<file path="config.mk">
export PLATFORM = sky130hd
export DESIGN_NAME = wm8731_cfg_seq_flat
export DESIGN_NICKNAME = d
export VERILOG_FILES = /design/src/rtl/wm8731_cfg_seq_if.sv /design/src/rtl/wm8731_cfg_seq.sv /design/src/flat_wrapper.sv
export SDC_FILE = /design/constraint.sdc
export NUM_CORES = 1
export LEC_CHECK = 0
export ABC_AREA = 1
export CAP_MARGIN = 5
export CORE_MARGIN = 10
export CORE_UTILIZATION = 30
export CTS_BUF_LIST = sky130_fd_sc_hd__clkbuf_16
export DETAILED_ROUTE_END_ITERATION = 12
export SYNTH_ARGS = -nofsm -noshare
export SYNTH_HDL_FRONTEND = slang
export SYNTH_SLANG_ARGS = --single-unit
</file>
<file path="constraint.sdc">
create_clock -name clk -period 1.7 [get_ports clk]
set_clock_uncertainty 0.05 [all_clocks]
set_input_delay 0.34 -clock clk [delete_from_list [all_inputs] [get_ports clk]]
set_output_delay 0.34 -clock clk [all_outputs]
set_load 0.005 [all_outputs]
</file>
<file path="src/rtl/wm8731_cfg_seq_if.sv">
// Control and 2-wire bus signals of the WM8731 configuration sequencer.
// The runtime write port exists only when CFG_USER_WR_EN is defined.
interface wm8731_cfg_seq_if;
  logic       start;
  logic       busy;
  logic       done;
  logic       error;
  logic [3:0] cur_idx;
  logic       scl;
  logic       sda_oe;
  logic       sda_i;
`ifdef CFG_USER_WR_EN
  logic       wr_req;
  logic [6:0] wr_addr;
  logic [8:0] wr_data;
  logic       wr_ack;

  modport master (
    input  start, sda_i, wr_req, wr_addr, wr_data,
    output busy, done, error, cur_idx, scl, sda_oe, wr_ack
  );
  modport slave (
    output start, sda_i, wr_req, wr_addr, wr_data,
    input  busy, done, error, cur_idx, scl, sda_oe, wr_ack
  );
`else
  modport master (
    input  start, sda_i,
    output busy, done, error, cur_idx, scl, sda_oe
  );
  modport slave (
    output start, sda_i,
    input  busy, done, error, cur_idx, scl, sda_oe
  );
`endif
endinterface

</file>
<file path="src/rtl/wm8731_cfg_seq.sv">
// WM8731 power-up configuration sequencer: writes an 11-entry register table over I2C.
// Optional runtime single-register writes are enabled with `define CFG_USER_WR_EN.
module wm8731_cfg_seq #(
  parameter int         CLK_DIV   = 125,
  parameter logic [6:0] DEV_ADDR  = 7'h1A,
  parameter int         MAX_RETRY = 3
) (
  input  logic             clk,
  input  logic             reset,
  wm8731_cfg_seq_if.master bus
);

  localparam int QW = (CLK_DIV > 1) ? $clog2(CLK_DIV) : 1;
  localparam int RW = (MAX_RETRY > 0) ? $clog2(MAX_RETRY + 1) : 1;
  localparam logic [QW-1:0] Q_LAST   = QW'(CLK_DIV - 1);
  localparam logic [RW-1:0] R_LAST   = RW'(MAX_RETRY);
  localparam logic [3:0]    LAST_IDX = 4'd10;

  typedef enum logic [2:0] {
    ST_IDLE, ST_START, ST_BYTE, ST_STOP, ST_GAP, ST_NEXT, ST_FIN
  } state_t;

  state_t          state_r, state_s;
  logic [QW-1:0]   q_cnt_r;
  logic [1:0]      qtr_r;
  logic [3:0]      bit_r;
  logic [1:0]      byte_r;
  logic [3:0]      idx_r;
  logic [RW-1:0]   retry_r;
  logic            nack_r;
  logic            scl_r, sda_oe_r, busy_r, done_r, error_r;

  logic            q_end_s, timed_s, ack_end_s, abort_s;
  logic            start_ok_s, user_ok_s, user_s;
  logic [15:0]     entry_s;
  logic [7:0]      byte_s;
  logic            bit_val_s, scl_s, sda_oe_s;

  // Register table, each entry {reg_addr[6:0], reg_data[8:0]}; entry 0 resets the codec.
  function automatic logic [15:0] table_entry(input logic [3:0] idx);
    case (idx)
      4'd0:    table_entry = {7'h0F, 9'h000};
      4'd1:    table_entry = {7'h06, 9'h000};
      4'd2:    table_entry = {7'h00, 9'h017};
      4'd3:    table_entry = {7'h01, 9'h017};
      4'd4:    table_entry = {7'h02, 9'h079};
      4'd5:    table_entry = {7'h03, 9'h079};
      4'd6:    table_entry = {7'h04, 9'h012};
      4'd7:    table_entry = {7'h05, 9'h000};
      4'd8:    table_entry = {7'h07, 9'h002};
      4'd9:    table_entry = {7'h08, 9'h000};
      4'd10:   table_entry = {7'h09, 9'h001};
      default: table_entry = 16'h0000;
    endcase
  endfunction

  function automatic logic [7:0] frame_byte(input logic [1:0] sel, input logic [15:0] ent);
    case (sel)
      2'd0:    frame_byte = {DEV_ADDR, 1'b0};
      2'd1:    frame_byte = ent[15:8];
      default: frame_byte = ent[7:0];
    endcase
  endfunction

  assign q_end_s    = (q_cnt_r == Q_LAST);
  assign ack_end_s  = q_end_s && (qtr_r == 2'd3) && (bit_r == 4'd8);
  assign abort_s    = nack_r && (retry_r == R_LAST);
  assign timed_s    = (state_r == ST_START) || (state_r == ST_BYTE) ||
                      (state_r == ST_STOP)  || (state_r == ST_GAP);
  assign start_ok_s = (state_r == ST_IDLE) && bus.start;

`ifdef CFG_USER_WR_EN
  logic       user_r, wr_ack_r;
  logic [6:0] wr_addr_r;
  logic [8:0] wr_data_r;

  // wr_ack_r blocks re-acceptance of the request still held in the ack cycle.
  assign user_ok_s = (state_r == ST_IDLE) && !bus.start && bus.wr_req && done_r && !wr_ack_r;
  assign user_s    = user_r;
  assign entry_s   = user_r ? {wr_addr_r, wr_data_r} : table_entry(idx_r);
  assign bus.wr_ack = wr_ack_r;

  // Runtime write request capture and completion pulse.
  always_ff @(posedge clk) begin
    if (reset) begin
      user_r    <= 1'b0;
      wr_ack_r  <= 1'b0;
      wr_addr_r <= 7'h00;
      wr_data_r <= 9'h000;
    end else begin
      wr_ack_r <= (state_r == ST_FIN) && user_r;
      if (start_ok_s) begin
        user_r <= 1'b0;
      end else if (user_ok_s) begin
        user_r    <= 1'b1;
        wr_addr_r <= bus.wr_addr;
        wr_data_r <= bus.wr_data;
      end
    end
  end
`else
  assign user_ok_s = 1'b0;
  assign user_s    = 1'b0;
  assign entry_s   = table_entry(idx_r);
`endif

  assign byte_s    = frame_byte(byte_r, entry_s);
  assign bit_val_s = byte_s[3'd7 - bit_r[2:0]];

  // Sequencer state register.
  always_ff @(posedge clk) begin
    if (reset) begin
      state_r <= ST_IDLE;
    end else begin
      state_r <= state_s;
    end
  end

  // Next-state decode; transitions out of timed states happen only on quarter ends.
  always_comb begin
    state_s = state_r;
    case (state_r)
      ST_IDLE: begin
        if (start_ok_s || user_ok_s) state_s = ST_START;
        else                         state_s = ST_IDLE;
      end
      ST_START: begin
        if (q_end_s && (qtr_r == 2'd1)) state_s = ST_BYTE;
        else                            state_s = ST_START;
      end
      ST_BYTE: begin
        if (ack_end_s && (nack_r || (byte_r == 2'd2))) state_s = ST_STOP;
        else                                           state_s = ST_BYTE;
      end
      ST_STOP: begin
        if (q_end_s && (qtr_r == 2'd2)) state_s = abort_s ? ST_FIN : ST_GAP;
        else                            state_s = ST_STOP;
      end
      ST_GAP: begin
        if (q_end_s && (qtr_r == 2'd3)) begin
          if (nack_r)      state_s = ST_START;
          else if (user_s) state_s = ST_FIN;
          else             state_s = ST_NEXT;
        end else begin
          state_s = ST_GAP;
        end
      end
      ST_NEXT: begin
        if (idx_r == LAST_IDX) state_s = ST_FIN;
        else                   state_s = ST_START;
      end
      ST_FIN:  state_s = ST_IDLE;
      default: state_s = ST_IDLE;
    endcase
  end

  // Bus line levels for the current state/quarter; registered below.
  always_comb begin
    scl_s    = 1'b1;
    sda_oe_s = 1'b0;
    case (state_r)
      ST_START: begin
        scl_s    = 1'b1;
        sda_oe_s = 1'b1;
      end
      ST_BYTE: begin
        scl_s    = qtr_r[1];
        sda_oe_s = (bit_r == 4'd8) ? 1'b0 : ~bit_val_s;
      end
      ST_STOP: begin
        scl_s    = (qtr_r != 2'd0);
        sda_oe_s = (qtr_r != 2'd2);
      end
      default: begin
        scl_s    = 1'b1;
        sda_oe_s = 1'b0;
      end
    endcase
  end

  // Timing counters, frame position, retry bookkeeping and status outputs.
  always_ff @(posedge clk) begin
    if (reset) begin
      q_cnt_r  <= '0;
      qtr_r    <= 2'd0;
      bit_r    <= 4'd0;
      byte_r   <= 2'd0;
      idx_r    <= 4'd0;
      retry_r  <= '0;
      nack_r   <= 1'b0;
      scl_r    <= 1'b1;
      sda_oe_r <= 1'b0;
      busy_r   <= 1'b0;
      done_r   <= 1'b0;
      error_r  <= 1'b0;
    end else begin
      scl_r    <= scl_s;
      sda_oe_r <= sda_oe_s;

      if (!timed_s) begin
        q_cnt_r <= '0;
        qtr_r   <= 2'd0;
      end else if (q_end_s) begin
        q_cnt_r <= '0;
        qtr_r   <= (state_s != state_r) ? 2'd0 : qtr_r + 2'd1;
      end else begin
        q_cnt_r <= q_cnt_r + QW'(1);
      end

      if (state_r == ST_START) begin
        bit_r  <= 4'd0;
        byte_r <= 2'd0;
        nack_r <= 1'b0;
      end else if ((state_r == ST_BYTE) && q_end_s) begin
        if ((qtr_r == 2'd2) && (bit_r == 4'd8)) nack_r <= bus.sda_i;
        if (qtr_r == 2'd3) begin
          if (bit_r == 4'd8) begin
            bit_r  <= 4'd0;
            byte_r <= byte_r + 2'd1;
          end else begin
            bit_r <= bit_r + 4'd1;
          end
        end
      end

      if (start_ok_s || user_ok_s) begin
        retry_r <= '0;
      end else if ((state_r == ST_STOP) && q_end_s && (qtr_r == 2'd2) && nack_r && !abort_s) begin
        retry_r <= retry_r + RW'(1);
      end else if ((state_r == ST_GAP) && q_end_s && (qtr_r == 2'd3) && !nack_r) begin
        retry_r <= '0;
      end

      if (start_ok_s) begin
        idx_r <= 4'd0;
      end else if ((state_r == ST_NEXT) && (idx_r != LAST_IDX)) begin
        idx_r <= idx_r + 4'd1;
      end

      // FIN is reached with nack_r set only through an exhausted entry.
      if (start_ok_s) begin
        busy_r  <= 1'b1;
        done_r  <= 1'b0;
        error_r <= 1'b0;
      end else if (user_ok_s) begin
        busy_r  <= 1'b1;
        error_r <= 1'b0;
      end else if (state_r == ST_FIN) begin
        busy_r  <= 1'b0;
        done_r  <= 1'b1;
        error_r <= nack_r;
      end
    end
  end

  assign bus.scl     = scl_r;
  assign bus.sda_oe  = sda_oe_r;
  assign bus.busy    = busy_r;
  assign bus.done    = done_r;
  assign bus.error   = error_r;
  assign bus.cur_idx = idx_r;

endmodule

</file>
<file path="src/flat_wrapper.sv">
// flat-port wrapper written by rule: the top's interface ports become plain ports
module wm8731_cfg_seq_flat 
#(
  parameter int         CLK_DIV   = 125,
  parameter logic [6:0] DEV_ADDR  = 7'h1A,
  parameter int         MAX_RETRY = 3
)
  (clk, reset, bus_start, bus_sda_i, bus_busy, bus_done, bus_error, bus_cur_idx, bus_scl, bus_sda_oe);
  wm8731_cfg_seq_if bus_i ();
  input  logic clk;
  input  logic reset;
  input wire logic [$bits(bus_i.start)-1:0] bus_start;
  input wire logic [$bits(bus_i.sda_i)-1:0] bus_sda_i;
  output wire logic [$bits(bus_i.busy)-1:0] bus_busy;
  output wire logic [$bits(bus_i.done)-1:0] bus_done;
  output wire logic [$bits(bus_i.error)-1:0] bus_error;
  output wire logic [$bits(bus_i.cur_idx)-1:0] bus_cur_idx;
  output wire logic [$bits(bus_i.scl)-1:0] bus_scl;
  output wire logic [$bits(bus_i.sda_oe)-1:0] bus_sda_oe;
  assign bus_i.start = bus_start;
  assign bus_i.sda_i = bus_sda_i;
  assign bus_busy = bus_i.busy;
  assign bus_done = bus_i.done;
  assign bus_error = bus_i.error;
  assign bus_cur_idx = bus_i.cur_idx;
  assign bus_scl = bus_i.scl;
  assign bus_sda_oe = bus_i.sda_oe;
  wm8731_cfg_seq #(.CLK_DIV(CLK_DIV), .DEV_ADDR(DEV_ADDR), .MAX_RETRY(MAX_RETRY)) u_core (.clk(clk), .reset(reset), .bus(bus_i));
endmodule
</file>
* Word level (Yosys, flattened, before mapping)
Memories as Yosys holds them, arrays and structs flattened. A register that Yosys moved wholly into a read port is not among the register bits. Cells that the tools add are included.
Word-level totals: word-level logic and storage cells 100, memories 1, bits in latches 0, RAM bits 0, register bits 30, bits in read-only memories 176
Memories:
- (no name shown) | words 16, width 11, read ports 1, clocked after memory_dff 1, write ports 0, line wm8731_cfg_seq.sv:41 | case (idx)
Operators by class: reductions and logical operators 35, multiplexer cells 23, equal/unequal tests 18, bitwise gates (word level) 2, div/mod/pow operators 0, multipliers 0, shifts and indexed selects 0, add/subtract/negate cells 7, order comparisons 1
Operators by type and width (count):
- 3-bit case mux with 6 select lines | 1
- 1-bit logical AND | 17
- 8-bit case mux with 2 select lines | 1
- 3-bit 2-to-1 mux | 4
- 4-bit 2-to-1 mux | 3
- 2-bit 2-to-1 mux | 5
- 3-bit equality test, second input constant | 3
- 4-bit by 1-bit adder with 4-bit output, second input constant | 2
- 2-bit equality test, second input constant | 4
- 4-bit equality test, second input constant | 2
- 7-bit by 1-bit adder with 7-bit output, second input constant | 1
- 7-bit equality test, second input constant | 1
- 2-bit by 1-bit adder with 2-bit output, second input constant | 3
- 3-bit by 2-bit equality test with 1-bit output, second input constant | 2
- 1-bit 2-to-1 mux | 6
- 2-bit nonzero test | 3
- 2-bit OR reduction | 3
- 2-bit by 1-bit equality test with 1-bit output, second input constant | 2
- 1-bit logical OR | 4
- 3-bit by 4-bit < comparator with 1-bit output, second input constant | 1
- 4-bit inequality test, second input constant | 1
- 2-bit AND reduction | 2
- 1-bit binary-select mux with 3-bit select | 1
- 3-bit by 1-bit equality test with 1-bit output, second input constant | 1
- 11 further kinds | 13

* Logic depth before layout (Yosys ltp)
Gate-level depths: netlist of run 1.
word-level depth 8, depth in mapped cells 13, depth with buffers taken out 13

* Least setup slack after synthesis of run 1
No wires, ideal clock.
kind reg2reg, start point register u_core.idx_r[0] (netlist: u_core.bus.cur_idx[0]), end point register, netlist name u_core.entry_s[9], clock period less this slack 1847 ps, slack -147 ps, buffers on the path 0, data arrival time 1681 ps, library setup time 116 ps, cell stages (with the launch flop) 13, required time 1534 ps, cell sequence dfxtp_1 inv_1 ha_1 nand2_1 nor2_1 nor3_1 nor2_1 nor2_4 inv_1 ha_1 nand2_1 nor2_1 nor2_1
Between the ends: longest elaborated chain between the ends 4, elaborated cells between the ends (all ways) 5, classes of those cells add/sub: 1; eq/ne: 1; mux: 2; reduce/logical: 1
Ends and longest elaborated chain:
- from (decl) | line wm8731_cfg_seq.sv:28 | logic [3:0] idx_r;
- from (signal assigned) | line wm8731_cfg_seq.sv:237 | idx_r <= idx_r + 4'd1;
- parallel branches: the longest is 2 deep, another holds 4-bit by 1-bit adder with 4-bit output
- 4-bit 2-to-1 mux (no source line) * (2 in series)
Mark *: on every way between the ends. A chain may end at the register's enable or synchronous reset.

* Worst setup path after layout of run 1
start point register u_core.idx_r[0] (netlist: u_core.bus.cur_idx[0]), end point register, netlist name u_core.entry_s[10]
Between the ends: longest elaborated chain between the ends 4, elaborated cells between the ends (all ways) 5, classes of those cells add/sub: 1; eq/ne: 1; mux: 2; reduce/logical: 1
Ends and longest elaborated chain:
- parallel branches: the longest is 2 deep, another holds 4-bit by 1-bit adder with 4-bit output
- 4-bit 2-to-1 mux (no source line) * (2 in series)
Marks and branches as above.

==> results of run 1 <==
## flip-flops by register name, indices dropped and copies added, names as in the netlist, 2 cells and up
register and count:
u_core.qtr_r 2, u_core.entry_s 9, u_core.bit_r 4, u_core.state_r 3, u_core.q_cnt_r 7, u_core.retry_r 2
u_core.byte_r 2, u_core.bus.cur_idx 4
## cells in the final DEF, fill, tap and decap left out, types with 5 or more instances in the layout
cell type	Yosys	routed
nor2_2	3	9
clkbuf_16	0	5
inv_2	4	9
nor2_1	39	31
a21oi_1	12	11
nand2_2	3	10
nor2_4	5	7
ha_1	17	13
nand2_1	61	53
dfxtp_1	39	32
clkdlybuf4s50_1	0	10
inv_1	39	32
nand3_1	29	23
nand3_2	1	6
dfxtp_2	0	5
o21ai_0	12	8
buf_4	0	44
## routing by layer
metal  vias up  global-route usage  wire length (um)
met4         0              0.0500                98
met1       954               0.115              2420
met2        32               0.145              2430
met3         8              0.0164               179
met5         -                   0                 0
li1       1091                   -                 -
## power by group
part	total, mW	switching [mW]	leakage (nW)	internal (mW)
logic	0.131	0.0714	1.01	0.0600
registers	0.921	0.00371	0.319	0.918
clock network	0.900	0.365	0.0733	0.535
## logic make-up after synthesis
logic type,after synthesis,share of synthesized area
buffers and inverters,46,0.0820
flip-flops,39,0.358
adder cells (fa/ha/maj),17,0.0975
XOR/XNOR,8,0.0356
AND/OR/NAND/NOR,153,0.322
AO/OA/AOI/OAI,38,0.106
## worst paths after layout
| kind | startpoint | to | slack [ns] | cells past startpoint |
|---|---|---|---|---|
| setup / recovery | u_core.bus.cur_idx[0] | u_core.entry_s[10] | -0.07 | 11 |
| hold / removal | u_core.bus.done | u_core.bus.done | 0.39 | 2 |
| setup reg to reg | u_core.bus.cur_idx[0] | u_core.entry_s[10] | -0.07 | 11 |
| hold reg to reg | u_core.bus.done | u_core.bus.done | 0.39 | 2 |
## per-stage QoR
stage,setup WS [ns],TNS [ns],hold slack [ns],total power [mW]
floorplan,-0.0864,-0.324,0.359,1.00
global placement,-0.165,-1.04,0.384,1.06
detailed placement,-0.193,-1.21,0.386,1.06
CTS,-0.0256,-0.110,0.402,1.96
global route,-0.168,-1.28,0.424,2.03
finish,-0.0660,-0.237,0.394,1.95
## worst max-delay path, delay by kind of cell, from the launching register on
family	cells	cell delay (ns)
flops	1	0.35
simple gates	4	0.34
buf+inv	3	0.31
compound gates	2	0.31
xor+xnor	1	0.15
fa+ha+maj	1	0.13
## cell type report
| cell class | instances | area, um^2 |
|---|---|---|
| Multi-Input combinational cell | 216 | 1400 |
| Fill cell | 724 | 4030 |
| Inverter | 45 | 180 |
| Clock inverter | 3 | 15.0 |
| Timing Repair Buffer | 60 | 509 |
| Tap cell | 99 | 124 |
| Clock buffer | 5 | 125 |
| Sequential cell | 39 | 795 |
## what timing repair did
action | in CTS | in global routing
hold endpoints to repair | 0 | 0
buffers inserted | 6 | 5
pin swaps | 11 | 22
setup endpoints to repair | 12 | 21
gates resized for setup | 11 | 46
==> results.py, run 1 <==
metrics = {
    "run_status": {
        "status": "complete, but fails checks",
        "violations": "negative setup slack",
    },
    "place": {
        "finalWeightedCongestion": 0.909,
        "dpl.cell_count": 448,
        "io_buffers": 12,
        "dpl_cell_area_um2": 2750,
        "dp_hpwl_mm": 3.80,
    },
    "clock_network": {
        "clk_pin_slew_ns": 0.06,
        "clock_tree.buffer_depth": 2,
        "cts.htree.levels": 2,
        "tritoncts": "built",
        "cts_buffers": 5,
        "clock_latency_ns": 0.28,
        "cts_hold_buf": 0,
        "cts.sinks": 39,
        "clock-root-buffer": "clkbuf_16",
    },
    "hold_path": {
        "hold_path_class": "reg2reg",
    },
    "layout": {
        "final_cell_area_um2": 3140,
        "final_util": 0.438,
        "layout.nets": 388,
        "fin_cells": 467,
        "synthToLayoutAreaGrowth_pct": 44.0,
        "diodes": 0,
        "layout-drive-gt1-share": 0.351,
    },
    "synthesis": {
        "synth_edf_count": 0,
        "synth_area_um2": 2180,
        "yosysUniqueCellTypes": 31,
        "synth.most_common_cell": "nand2_1",
        "synth_warnings": 0,
        "synth_common_cells": "61 x nand2_1, 39 x dfxtp_1, 39 x inv_1, 39 x nor2_1, 29 x nand3_1",
        "synth_top_cell_area_share": 0.358,
        "syn_inst": 301,
        "ys_seq_elements": 39,
        "synth_nets": 322,
        "synth_area_per_cell_um2": 7.25,
        "synthTopCellsByArea": "dfxtp_1 36%, nand2_1 10%, ha_1 9.7%, inv_1 6.7%, nor2_1 6.7%",
        "synthArstFlopShare": 0,
        "synth_top_cell_by_area": "dfxtp_1",
        "ys.flop_type": "dfxtp_1",
        "yosysSeqAreaShare": 0.358,
    },
    "setup_path": {
        "crit_arrival_ns": 1.88,
        "path_cells": "inv_4 > ha_4 > nand2_4 > o21ai_4 > buf_6 > nor2_4 > xor2_2 > nand2_4 > clkinv_4 > nand2_2 > o21ai_0",
        "worstPathRequired_ns": 1.81,
        "worst_path_most_repeated_cell": "nand2_4",
        "crit_type": "reg2reg",
        "end_kind": "flip-flop",
        "critPathSlowestCell": "dfxtp_4",
        "critPathMaxFanout": 8,
        "cp-start-kind": "flip-flop",
        "max_stage_delay_ns": 0.35,
    },
    "sta": {
        "worst_slack_ns": -0.0660,
        "grt_setup_unrepaired": "yes",
        "maxSlewViolCount": 0,
        "tightest_slew_ns": 0.256,
        "max-slew-margin-rel": 0.828,
        "timing.fmax_mhz": 566,
        "fin_crit_ns": 1.77,
        "fin_crit_sh": 1.04,
        "finalHoldViolCount": 0,
        "finalSetupViolCount": 6,
    },
    "global_routing": {
        "grt_pass1_wl_mm": 8.72,
        "grt_max_degree": 13,
        "grt-ovfl-total": 0,
        "grt_pass1_vias": 2025,
        "antenna_found_initial": 0,
        "grt_use_total": 0.0916,
    },
    "power": {
        "leakage_nw": 1.40,
        "max-vdd-ir-drop_v": 0.000423,
        "power_density_nw_per_um2": 621,
    },
    "die": {
        "core_um2": 7180,
        "rows": 31,
        "dieArea_um2": 11100,
        "start_util": 0.304,
        "die_y_um": 105,
        "die_w_um": 105,
        "io_pins": 13,
    },
    "route": {
        "drt_iter0_drc": 119,
        "drt_pass1_iterations": 4,
        "drcViolationCount": 0,
        "vias_per_cell": 4.46,
        "wl_mm": 5.13,
        "vias": 2085,
        "antenna_left": 0,
        "avgRoutedWirePerCell_um": 11.0,
    },
    "job": {
        "maxCapViolCount": 0,
    },
}
(Power assumes the default switching activity.)
==> inputs of run 2 (changes only) <==
Settings changed: SKIP_LAST_GASP set to 1.
==> run 2 against run 1 <==
Net effect: the run still ends with negative setup slack left; design area unchanged; global-route usage unchanged; hold slack unchanged; flip-flop and latch count unchanged; largest cell class unchanged; highest routed layer unchanged; power about the same; critical endpoint unchanged; final cell count unchanged.
==> results.py, run 2 (synthesis results as in run 1) <==
metrics = {
    "run_status": {
        "status": "complete, but fails checks",
        "violations": "negative setup slack",
    },
    "setup_path": {
        "path_cells": "inv_4 > ha_4 > nand2_4 > o21ai_4 > buf_6 > nor2_4 > xor2_2 > nand2_4 > clkinv_4 > nand2_2 > o21ai_0",
        "cp-start-kind": "flip-flop",
        "critPathMaxFanout": 8,
        "critical_path.top_delay_family": "flip-flops",
        "rr_endpoint": "u_core.entry_s[10]",
        "worst_path_most_repeated_cell": "nand2_4",
        "critPathBufInv": 3,
        "worstPathRequired_ns": 1.81,
        "critPathSlowestCell": "dfxtp_4",
        "max_stage_delay_ns": 0.35,
        "r2r_cells": 11,
        "crit_arrival_ns": 1.88,
        "crit_type": "reg2reg",
        "rrSetupSlack_ns": -0.07,
        "timing.rr.start": "u_core.bus.cur_idx[0]",
        "end_kind": "flip-flop",
    },
    "sta": {
        "worst_slack_ns": -0.0660,
        "maxSlewViolCount": 0,
        "fin_crit_sh": 1.04,
        "fin_hold_ws_ns": 0.394,
        "grt_setup_unrepaired": "yes",
        "timing.fmax_mhz": 566,
        "finalHoldViolCount": 0,
        "tightest_slew_ns": 0.257,
        "finalSetupViolCount": 7,
        "max-slew-margin-rel": 0.827,
        "fin_crit_ns": 1.77,
    },
    "hold_path": {
        "min_delay_path_depth": 2,
        "min_to": "u_core.bus.done",
        "hold_path_class": "reg2reg",
        "hold_start": "u_core.bus.done",
    },
    "clock_network": {
        "clock_latency_ns": 0.28,
        "clk_pin_slew_ns": 0.06,
        "clock-root-buffer": "clkbuf_16",
        "cts.htree.levels": 2,
        "cts_hold_buf": 0,
        "tritoncts": "built",
        "cts_buffers": 5,
        "clock_tree.buffer_depth": 2,
        "cts.sinks": 39,
    },
    "layout": {
        "layout-drive-gt1-share": 0.348,
        "synthToLayoutAreaGrowth_pct": 44.0,
        "layout_commonest_cell": "nand2_1",
        "final_cell_mix": "53 x nand2_1, 44 x buf_4, 33 x inv_1",
        "diodes": 0,
        "layout.nets": 388,
        "largest_reg_flops": 9,
    },
    "global_routing": {
        "antenna_found_initial": 0,
        "use_met2": 0.145,
        "grtUsageMet3": 0.0164,
        "busiest_layer": "met2",
        "grt.met1_usage": 0.115,
        "grt-ovfl-total": 0,
        "grt_use_total": 0.0916,
        "grt_pass1_wl_mm": 8.72,
        "grt_pass1_vias": 2025,
        "grt_max_degree": 13,
    },
    "place": {
        "finalWeightedCongestion": 0.909,
        "io_buffers": 12,
        "dp_worst_setup_slack_ns": -0.193,
        "dp_hpwl_mm": 3.80,
    },
    "route": {
        "vias": 2077,
        "drt_iter0_drc": 116,
        "drcViolationCount": 0,
        "vias_per_cell": 4.45,
        "wl_mm": 5.12,
        "avgRoutedWirePerCell_um": 11.0,
        "drt_pass1_iterations": 4,
        "antenna_left": 0,
    },
    "power": {
        "max-vdd-ir-drop_v": 0.000423,
        "leakage_nw": 1.40,
        "power_density_nw_per_um2": 621,
    },
    "die": {
        "start_util": 0.304,
        "die_y_um": 105,
        "rows": 31,
        "dieArea_um2": 11100,
        "die_w_um": 105,
        "io_pins": 13,
        "core_um2": 7180,
    },
    "job": {
        "maxCapViolCount": 0,
    },
}
run 2: worst reg2reg max path, cell delays in order, from the launching register on:
cell and delay [ns]:
dfxtp_4 0.35, inv_4 0.05, ha_4 0.13, nand2_4 0.06, o21ai_4 0.23, buf_6 0.16, nor2_4 0.04, xor2_2 0.15
nand2_4 0.14, clkinv_4 0.10, nand2_2 0.10, o21ai_0 0.08
run 2: timing repair:
item,CTS,global route
endpoints found under the setup margin,12,21
pin swaps,10,22
resized for setup,11,45
buffers inserted,6,5
run 2: worst max-delay path by stage:
| stage | cells after the start | from | endpoint | slack [ns] |
|---|---|---|---|---|
| floorplan | 11 | u_core.bus.cur_idx[0] | u_core.entry_s[9] | -0.09 |
| global placement | 12 | bus_start | u_core.entry_s[10] | -0.17 |
| detailed placement | 12 | bus_start | u_core.entry_s[10] | -0.19 |
| CTS | 13 | u_core.bus.cur_idx[0] | u_core.entry_s[1] | -0.03 |
| global route | 11 | u_core.bus.cur_idx[0] | u_core.entry_s[9] | -0.17 |
| finish | 11 | u_core.bus.cur_idx[0] | u_core.entry_s[10] | -0.07 |
run 2: report_power, final:
part,leakage [nW],switching (mW),internal (mW)
Combinational,1.01,0.0715,0.0603
Clock,0.0733,0.365,0.535
Sequential,0.319,0.00353,0.918
Total,1.40,0.440,1.51
run 2: through the flow:
| step | total power, mW | cells | instance area (um^2) | TNS [ns] | utilization |
|---|---|---|---|---|---|
| final | 1.95 | 467 | 3140 | -0.237 | 0.438 |
| after global placement | 1.06 | 448 | 2750 | -1.04 | 0.383 |
| after global routing | 2.03 | 467 | 3140 | -1.32 | 0.438 |
| after CTS | 1.96 | 462 | 2960 | -0.148 | 0.413 |
| after floorplan | 1.00 | 301 | 2220 | -0.324 | - |
| after detailed placement | 1.06 | 448 | 2750 | -1.21 | 0.383 |
run 2: metal layers:
layer	wire length [um]	vias up	part of all wire
li1	-	1091	-
met1	2430	946	0.47
met2	2410	32	0.47
met3	179	8	0.035
met4	98	0	0.019
met5	0	-	0
run 2: layout make-up:
| class | count | area [um^2] |
|---|---|---|
| Fill cell | 724 | 4030 |
| Multi-Input combinational cell | 216 | 1400 |
| Sequential cell | 39 | 795 |
| Timing Repair Buffer | 60 | 509 |
| Inverter | 45 | 180 |
| Clock buffer | 5 | 125 |
| Tap cell | 99 | 124 |
| Clock inverter | 3 | 15.0 |
==> inputs of run 3 (changes only) <==
Settings changed: CORE_MARGIN 10 to 1.5.
==> run 3 against run 2 <==
Net effect: combinational power barely moved; the flow still finishes with violations (negative setup slack); critical endpoint is now u_core.entry_s[9]; core utilization is 1.8 points higher; sequential share of layout area barely moved; clock-buffer cell count rose by 1; largest power group is now clock; first-iteration DRC count fell by 23%; final cell count fell by 0.21%; sequential power hardly changed.
==> results.py, run 3 (synthesis results as in run 1) <==
metrics = {
    "layout": {
        "diodes": 0,
        "largest_reg_flops": 9,
        "final_cell_mix": "56 x nand2_1, 48 x buf_4, 35 x inv_1",
        "fin_cells": 466,
        "layout_commonest_cell": "nand2_1",
        "synthToLayoutAreaGrowth_pct": 44.3,
        "layout.nets": 390,
        "fillers": 678,
        "layout-drive-gt1-share": 0.314,
    },
    "global_routing": {
        "grt-ovfl-total": 0,
        "grt_use_total": 0.140,
        "grt_pass1_vias": 1958,
        "grt_max_degree": 14,
        "antenna_found_initial": 0,
        "grt_pass1_wl_mm": 8.49,
    },
    "sta": {
        "tightest_slew_ns": 0.286,
        "finalHoldViolCount": 0,
        "fin_hold_ws_ns": 0.397,
        "fin_crit_sh": 1.04,
        "fin_crit_ns": 1.76,
        "timing.fmax_mhz": 567,
        "maxSlewViolCount": 0,
        "grt_setup_unrepaired": "yes",
        "worst_slack_ns": -0.0630,
        "max-slew-margin-rel": 0.808,
        "finalSetupTns_ns": -0.178,
        "finalSetupViolCount": 7,
    },
    "die": {
        "dieArea_um2": 7790,
        "rows": 30,
        "die_y_um": 88.3,
        "io_pins": 13,
        "die_w_um": 88.3,
        "core_um2": 6910,
        "start_util": 0.316,
    },
    "setup_path": {
        "worstPathRequired_ns": 1.83,
        "critical_path.top_delay_family": "buffers and inverters",
        "critPathBufInv": 4,
        "max_stage_delay_ns": 0.35,
        "cp-start-kind": "flip-flop",
        "path_cells": "inv_4 > ha_4 > nand2_4 > o21ai_4 > xor2_2 > buf_4 > buf_4 > buf_4 > o21ai_0 > nor2_1",
        "critPathSlowestCell": "dfxtp_4",
        "crit_arrival_ns": 1.89,
        "end_kind": "flip-flop",
        "crit_type": "reg2reg",
        "critPathMaxFanout": 4,
        "worst_path_most_repeated_cell": "buf_4",
    },
    "hold_path": {
        "hold_path_class": "reg2reg",
    },
    "power": {
        "seqPwrFrac": 0.414,
        "power_density_nw_per_um2": 706,
        "internal-power_mw": 1.76,
        "clockPowerShare": 0.526,
        "switchingPower_mw": 0.463,
        "switching_share": 0.209,
        "max-vdd-ir-drop_v": 0.000487,
        "pwr-share-comb": 0.060,
        "finalPower_mw": 2.22,
        "leakage_nw": 1.39,
    },
    "place": {
        "dpl.cell_count": 446,
        "dp_worst_setup_slack_ns": -0.206,
        "dp_hpwl_mm": 3.65,
        "finalWeightedCongestion": 0.883,
        "io_buffers": 12,
    },
    "clock_network": {
        "tritoncts": "built",
        "cts.sinks": 39,
        "cts_buffers": 5,
        "cts.htree.levels": 2,
        "clk_pin_slew_ns": 0.06,
        "cts_hold_buf": 0,
        "clock_tree.buffer_depth": 2,
        "clock-root-buffer": "clkbuf_16",
        "clock_latency_ns": 0.29,
    },
    "job": {
        "maxCapViolCount": 0,
    },
    "run_status": {
        "status": "complete, but fails checks",
        "violations": "negative setup slack",
    },
    "route": {
        "drcViolationCount": 0,
        "vias": 2082,
        "drt_iter0_drc": 89,
        "wl_mm": 5.01,
        "vias_per_cell": 4.47,
        "avgRoutedWirePerCell_um": 10.7,
        "drt_pass1_iterations": 4,
        "antenna_left": 0,
    },
}
==> run 3: cell types whose count changed in the layout (fill, tap and decap cells not counted), sizes merged <==
cell	previous run	this run
buf	48	50
bufinv	0	1
clkbuf	5	6
clkdlybuf4s50	10	12
clkinv	5	2
clkinvlp	0	1
dlymetal6s2s	2	0
==> run 3: routing by layer <==
layer | GRT usage | routed length, um
met1 | 0.180 | 2410
met2 | 0.224 | 2300
met3 | 0.0289 | 181
met4 | 0.0696 | 110
met5 | 0 | 0
==> run 3: per-stage QoR <==
| stage | instance area, um^2 | util |
|---|---|---|
| finish | 3150 | 0.456 |
| global route | 3150 | 0.456 |
| CTS | 3020 | 0.437 |
| detailed placement | 2750 | 0.398 |
| global placement | 2750 | 0.398 |
| floorplan | 2220 | - |
==> run 3: path summary, 6_finish.rpt <==
kind | startpoint | to | slack, ns | cells past startpoint
worst min-delay path | u_core.bus.done | u_core.bus.done | 0.40 | 2
worst min register to register | u_core.bus.done | u_core.bus.done | 0.40 | 2
worst max register to register | u_core.bus.cur_idx[0] | u_core.entry_s[9] | -0.06 | 10
worst max-delay path | u_core.bus.cur_idx[0] | u_core.entry_s[9] | -0.06 | 10
==> run 3: layout make-up <==
class / instances / area [um^2] / share of cell area
Multi-Input combinational cell: 216 / 1350 / 0.430
Inverter: 45 / 180 / 0.0572
Sequential cell: 39 / 796 / 0.253
Clock buffer: 6 / 150 / 0.0477
Timing Repair Buffer: 62 / 512 / 0.163
Clock inverter: 2 / 37.5 / 0.0119
Tap cell: 96 / 120 / 0.0382
==> run 3: repair_timing <==
item	4_1_cts	5_1_grt
endpoints found under the setup margin	11	27
buffers inserted	4	8
pin swaps	12	17
resized for setup	14	25
==> run 3: power by group through the flow <==
stage / registers [mW] / clock network (mW) / logic [mW]
global placement: 0.943 / 0 / 0.120
finish: 0.920 / 1.17 / 0.134
detailed placement: 0.943 / 0 / 0.120
CTS: 0.921 / 1.20 / 0.123
global route: 0.920 / 1.23 / 0.148
floorplan: 0.946 / 0 / 0.0540
==> run 3: worst min-delay path, stage by stage (launching register included) <==
cell and delay [ns]:
dfxtp_1 0.31, inv_1 0.05, a21oi_1 0.05
